## src/rtl/voice_mixer_if.sv

```systemverilog
// Sample bus between the note player, the mixer and the codec side:
// three voice samples with their active mask and strobe in, one mixed sample out.
interface voice_mixer_if;
  logic signed [15:0] sample_in1;
  logic signed [15:0] sample_in2;
  logic signed [15:0] sample_in3;
  logic               sample_in_valid;
  logic [2:0]         voice_active;
  logic signed [15:0] sample_out;
  logic               sample_out_valid;

  modport master (
    output sample_in1,
    output sample_in2,
    output sample_in3,
    output sample_in_valid,
    output voice_active,
    input  sample_out,
    input  sample_out_valid
  );

  modport slave (
    input  sample_in1,
    input  sample_in2,
    input  sample_in3,
    input  sample_in_valid,
    input  voice_active,
    output sample_out,
    output sample_out_valid
  );
endinterface

```

## src/rtl/voice_mixer.sv

```systemverilog
// Three-voice mixer: masked sum, gain by active-voice count, 16-bit saturation,
// two registered stages carrying a valid strobe, plus a saturating clip counter.
module voice_mixer #(
  parameter int CLIP_W = 8
) (
  input  logic              clk,
  input  logic              reset,
  voice_mixer_if.slave      mix,
  input  logic              clip_clear,
  output logic [CLIP_W-1:0] clip_count
);
  localparam logic signed [17:0] SAT_MAX = 18'sd32767;
  localparam logic signed [17:0] SAT_MIN = -18'sd32768;

  logic signed [17:0] sum_next;
  logic [1:0]         n_next;
  logic signed [17:0] sum1;
  logic [1:0]         n1;
  logic               v1;
  logic signed [17:0] scaled;
  logic signed [15:0] clamped;
  logic               clip;

  function automatic logic signed [17:0] voice_term(input logic signed [15:0] s,
                                                    input logic en);
    return en ? $signed({{2{s[15]}}, s}) : 18'sd0;
  endfunction

  always_comb begin
    sum_next = voice_term(mix.sample_in1, mix.voice_active[0])
             + voice_term(mix.sample_in2, mix.voice_active[1])
             + voice_term(mix.sample_in3, mix.voice_active[2]);
    n_next   = {1'b0, mix.voice_active[0]}
             + {1'b0, mix.voice_active[1]}
             + {1'b0, mix.voice_active[2]};
  end

  // Mask is captured only with the strobe; sum and count hold between strobes.
  always_ff @(posedge clk) begin
    if (!reset) begin
      v1   <= 1'b0;
      sum1 <= '0;
      n1   <= '0;
    end else begin
      v1 <= mix.sample_in_valid;
      if (mix.sample_in_valid) begin
        sum1 <= sum_next;
        n1   <= n_next;
      end
    end
  end

  // Three voices use an 11/32 gain so a full-scale chord lands just above clip.
  always_comb begin
    scaled = '0;
    case (n1)
      2'd0:    scaled = '0;
      2'd1:    scaled = sum1;
      2'd2:    scaled = sum1 >>> 1;
      default: scaled = (sum1 >>> 2) + (sum1 >>> 4) + (sum1 >>> 5);
    endcase
  end

  always_comb begin
    clip    = 1'b0;
    clamped = scaled[15:0];
    if (scaled > SAT_MAX) begin
      clamped = 16'sh7FFF;
      clip    = 1'b1;
    end else if (scaled < SAT_MIN) begin
      clamped = 16'sh8000;
      clip    = 1'b1;
    end
  end

  always_ff @(posedge clk) begin
    if (!reset) begin
      mix.sample_out       <= '0;
      mix.sample_out_valid <= 1'b0;
      clip_count           <= '0;
    end else begin
      mix.sample_out_valid <= v1;
      if (v1) begin
        mix.sample_out <= clamped;
      end
      if (clip_clear) begin
        clip_count <= '0;
      end else if (v1 && clip && !(&clip_count)) begin
        clip_count <= clip_count + CLIP_W'(1);
      end
    end
  end
endmodule

```

## src/flat_wrapper.sv

```systemverilog
// flat-port wrapper written by rule: the top's interface ports become plain ports
module voice_mixer_flat 
#(
  parameter int CLIP_W = 8
)
  (clk, reset, clip_clear, clip_count, mix_sample_in1, mix_sample_in2, mix_sample_in3, mix_sample_in_valid, mix_voice_active, mix_sample_out, mix_sample_out_valid);
  voice_mixer_if mix_i ();
  input  logic clk;
  input  logic reset;
  input  logic clip_clear;
  output logic [CLIP_W-1:0] clip_count;
  input wire logic [$bits(mix_i.sample_in1)-1:0] mix_sample_in1;
  input wire logic [$bits(mix_i.sample_in2)-1:0] mix_sample_in2;
  input wire logic [$bits(mix_i.sample_in3)-1:0] mix_sample_in3;
  input wire logic [$bits(mix_i.sample_in_valid)-1:0] mix_sample_in_valid;
  input wire logic [$bits(mix_i.voice_active)-1:0] mix_voice_active;
  output wire logic [$bits(mix_i.sample_out)-1:0] mix_sample_out;
  output wire logic [$bits(mix_i.sample_out_valid)-1:0] mix_sample_out_valid;
  assign mix_i.sample_in1 = mix_sample_in1;
  assign mix_i.sample_in2 = mix_sample_in2;
  assign mix_i.sample_in3 = mix_sample_in3;
  assign mix_i.sample_in_valid = mix_sample_in_valid;
  assign mix_i.voice_active = mix_voice_active;
  assign mix_sample_out = mix_i.sample_out;
  assign mix_sample_out_valid = mix_i.sample_out_valid;
  voice_mixer #(.CLIP_W(CLIP_W)) u_core (.clk(clk), .reset(reset), .mix(mix_i), .clip_clear(clip_clear), .clip_count(clip_count));
endmodule
```

## config.mk

```make
export PLATFORM = sky130hd
export DESIGN_NAME = voice_mixer_flat
export DESIGN_NICKNAME = d
export VERILOG_FILES = /design/src/rtl/voice_mixer_if.sv /design/src/rtl/voice_mixer.sv /design/src/flat_wrapper.sv
export SDC_FILE = /design/constraint.sdc
export NUM_CORES = 1
export LEC_CHECK = 0
export CAP_MARGIN = 5
export CELL_PAD_IN_SITES_DETAIL_PLACEMENT = 0
export CELL_PAD_IN_SITES_GLOBAL_PLACEMENT = 1
export CORE_ASPECT_RATIO = 1.2
export CORE_MARGIN = 3
export CORE_UTILIZATION = 30
export CTS_CLUSTER_SIZE = 40
export DETAILED_ROUTE_END_ITERATION = 16
export MAX_ROUTING_LAYER = met4
export PLACE_DENSITY_LB_ADDON = 0.1
export SYNTH_ARGS = -nofsm -noshare
export SYNTH_HDL_FRONTEND = slang
export SYNTH_SLANG_ARGS = --single-unit
```

## constraint.sdc

```tcl
create_clock -name clk -period 8.2 [get_ports clk]
set_input_delay 1.23 -clock clk [delete_from_list [all_inputs] [get_ports clk]]
set_output_delay 1.23 -clock clk [all_outputs]
set_load 0.03 [all_outputs]
```

==> metrics <==
Max IR drop VDD 0.0701 mV; Crit. Startpoint mix_voice_active[1]; slowest CP cell clkdlybuf4s50_1; sequential area share after synthesis 0.204; Setup TNS Final 0 ns; Area after DPL between 5000 and 6000 µm²; final setup fails 0; Hold Crit Class reg -> reg; Post-synth EDFFs 0; die area about 17000 µm²; Final Hold Viols 0; first-pass GRT wire length 19400 µm; largest net degree at the start of global routing between 40 and 50; fin crit share 0.564; Fin Clk Skew around 0.0051 ns; H-tree Lvls 2; critical path capture point u_core.sum1[17]; Ports 80; vias in the first global route around 4000; antenna viol nets, final 0; most common flop cell mapped by yosys dfxtp_1; total power 909 µW; M3 GR Usage 0.0133; WP buf/inv 3; CP Capture Type flop; asr flop ratio synth 0; Post-Route WL 11300 µm; row count 48; Bufs on Longest Clock Path 2; Layout area overhead 25.5%; WS Path Type in -> reg; crit path cell chain clkdlybuf4s50_1 -> nand2_1 -> fa_1 -> inv_1 -> ha_1 -> inv_1 -> fa_1 -> nor2b_1 -> o21a_1 -> o21ai_0 -> a21oi_1 -> o2111ai_1 -> a31oi_1 -> nand2_1 -> a32o_1; status complete, no violations; CP top delay family compound AO/OA/AOI/OAI gates; gr ovfl total 0; drt drc 0; Num CTS Buffers 5; Post-Layout Cell Count roughly 800; # hold bufs at CTS 0; gr busiest metal met2; Worst slew margin 0.177; worst reg2reg path depth 14; minimum clock period approximately 4.6 ns; P per Cell Area 160 nW/µm²; Yosys reg bits 46; clock root buffer clkbuf_16; Starting Density 0.309; Yosys cell types a little over 60; Mapped Nets roughly 650; Vias/cell 4.84; Mapped Area between 4000 and 5000 µm²; pin slew with the least headroom to its limit 1.23 ns; clock sinks 46; max capacitance violation total 0; Die Width between 100 and 150 µm; Final nets between 700 and 800; number of inserted diodes 0; RSZ-0062 raised after global routing false; CTS tree done; reg-to-reg slack, setup 3.60 ns; clock-pin slew on the worst setup and hold paths roughly 0.070 ns; dpl hpwl 9430 µm; worst endpoint required time roughly 8.4 ns; initial antenna violation count 0; Reg2Reg Launch Point u_core.sum1[5]; Pre-antenna DRT Iters 4; Tot GR Track Use 0.143; Leakage 2.49 nW; WL per Instance about 14 µm; via count 3895; placed cells approximately 800; met1 Track Usage GR 0.176; syn avg cell area 8.44 µm²; Synth area leader dfxtp_1; core area 14600 µm²; Worst path depth 15; CTS resizes 0; gpl congestion around 0.8; Mapped Cells 535; Post-CTS Setup Bufs 0; layout cells sized above 1 0.0778; Place WS ~3.2 ns; Vert. Die Dim between 100 and 150 µm; PnR worst setup slack around 3.6 ns; I/O Buffers 79; largest cells by area after synthesis dfxtp_1, fa_1, ha_1, nand2_1, mux2i_1; Crit Path Max Fanout 17; Final Max Slew Viols 0; CP startpoint kind input pin; Yosys top cell area share 0.204; worst skew pair latency slightly below 0.3 ns; Critical Path AT between 4 and 5 ns; fin area ~5700 µm²; max incr delay on CP 0.86 ns; count of fill cells added during filler insertion 1505; Starting DRT DRC Count between 150 and 200; worst r2r dst u_core.mix.sample_out[9]; GR Util met2 0.252; Ys Warns 0; max frequency ~0.22 GHz
==> worst min path at each step <==
stage	from	endpoint	slack, ns	cells past startpoint
2_1_floorplan	u_core.sum1[0]	u_core.sum1[0]	0.48	2
3_3_place_gp	u_core.clip_count[3]	u_core.clip_count[3]	0.49	2
3_5_place_dp	u_core.mix.sample_out[15]	u_core.mix.sample_out[15]	0.49	2
4_1_cts	u_core.mix.sample_out[15]	u_core.mix.sample_out[15]	0.50	2
5_1_grt	u_core.mix.sample_out[15]	u_core.mix.sample_out[15]	0.52	2
6_report	u_core.mix.sample_out[15]	u_core.mix.sample_out[15]	0.49	2
==> routing by layer <==
metal	vias to the layer above	share of wire
met2	86	0.50
li1	2013	-
met5	-	0
met1	1789	0.46
met3	7	0.030
met4	0	0.011
==> cell type report <==
class,count,area [µm²],share of cell area
timing repair buffer,84,828,0.146
multi-input combinational,432,3370,0.595
inverter,34,128,0.0225
sequential,46,921,0.162
clock buffer,5,125,0.0221
tap,200,250,0.0441
clock inverter,3,43.8,0.00772
==> power by group <==
| group | switching [mW] | internal [mW] | leakage (nW) |
|---|---|---|---|
| sequential | 0.0309 | 0.243 | 0.378 |
| clock | 0.0898 | 0.144 | 0.0842 |
| combinational | 0.214 | 0.187 | 2.03 |
==> cells by family (layout without fill, tap and decap cells) <==
logic type               Yosys count  count (layout)  share of synthesized area
buffers and inverters             57             126                     0.0493
AND/OR/NAND/NOR                  192             192                      0.208
flip-flops                        46              46                      0.204
XOR/XNOR                          26              26                     0.0504
adder cells (fa/ha/maj)           63              63                      0.228
AO/OA/AOI/OAI                    128             128                      0.208
multiplexers                      23              23                     0.0524
==> sequential cells by signal, summed over array words and instances (netlist names) <==
name / cells
u_core.clip_count: 8
u_core.mix.sample_out: 16
u_core.v1: 1
u_core.sum1: 18
u_core.mix.sample_out_valid: 1
u_core.n1: 2
==> worst register-to-register path, stage by stage, from the launching register on <==
cell and delay [ns]:
dfxtp_1 0.45, inv_1 0.11, fa_1 0.51, inv_1 0.05
ha_1 0.22, fa_1 0.45, a211oi_2 0.26, o211ai_1 0.21
a31o_4 0.29, o31ai_4 0.17, xor2_1 0.19, o21bai_2 0.14
a21boi_1 0.99, nor2_1 0.17, o221a_2 0.28
==> placed cells by master (no fill, tap or decap), drive strengths merged, types with 8 or more instances in the layout <==
| cell | n |
|---|---|
| fa | 32 |
| nand3 | 8 |
| a21oi | 33 |
| o221a | 15 |
| clkdlybuf4s50 | 79 |
| nand2 | 74 |
| mux2i | 18 |
| nor2b | 19 |
| a21o | 11 |
| o21ai | 15 |
| inv | 35 |
| xnor2 | 16 |
| dfxtp | 46 |
| ha | 31 |
| and2 | 18 |
| nor2 | 31 |
| xor2 | 10 |
==> synth_stat cells, types with 2 or more instances <==
cell type,number
a211o_1,2
a21boi_0,2
a21o_1,11
a21oi_1,33
a22oi_1,6
a31o_2,3
a31oi_1,6
and2_1,18
and3_1,6
buf_1,3
clkbuf_1,18
dfxtp_1,46
fa_1,32
ha_1,31
inv_1,34
mux2_2,5
mux2i_1,18
nand2_1,74
nand2b_1,4
nand3_1,8
nand3b_1,5
nand4_1,7
nor2_1,31
nor2b_1,19
nor3_1,7
o211ai_1,4
o21a_1,2
o21ai_0,14
o21bai_1,2
o221a_2,15
o22ai_1,5
o31ai_1,6
or2_2,3
or4_1,4
xnor2_1,16
xor2_1,10
==> through the flow <==
stage | utilization | hold slack (ns)
floorplan | - | 0.483
global placement | 0.377 | 0.488
detailed placement | 0.377 | 0.489
CTS | 0.388 | 0.502
global route | 0.388 | 0.519
finish | 0.388 | 0.492
Power figures use the tool's default switching activity.
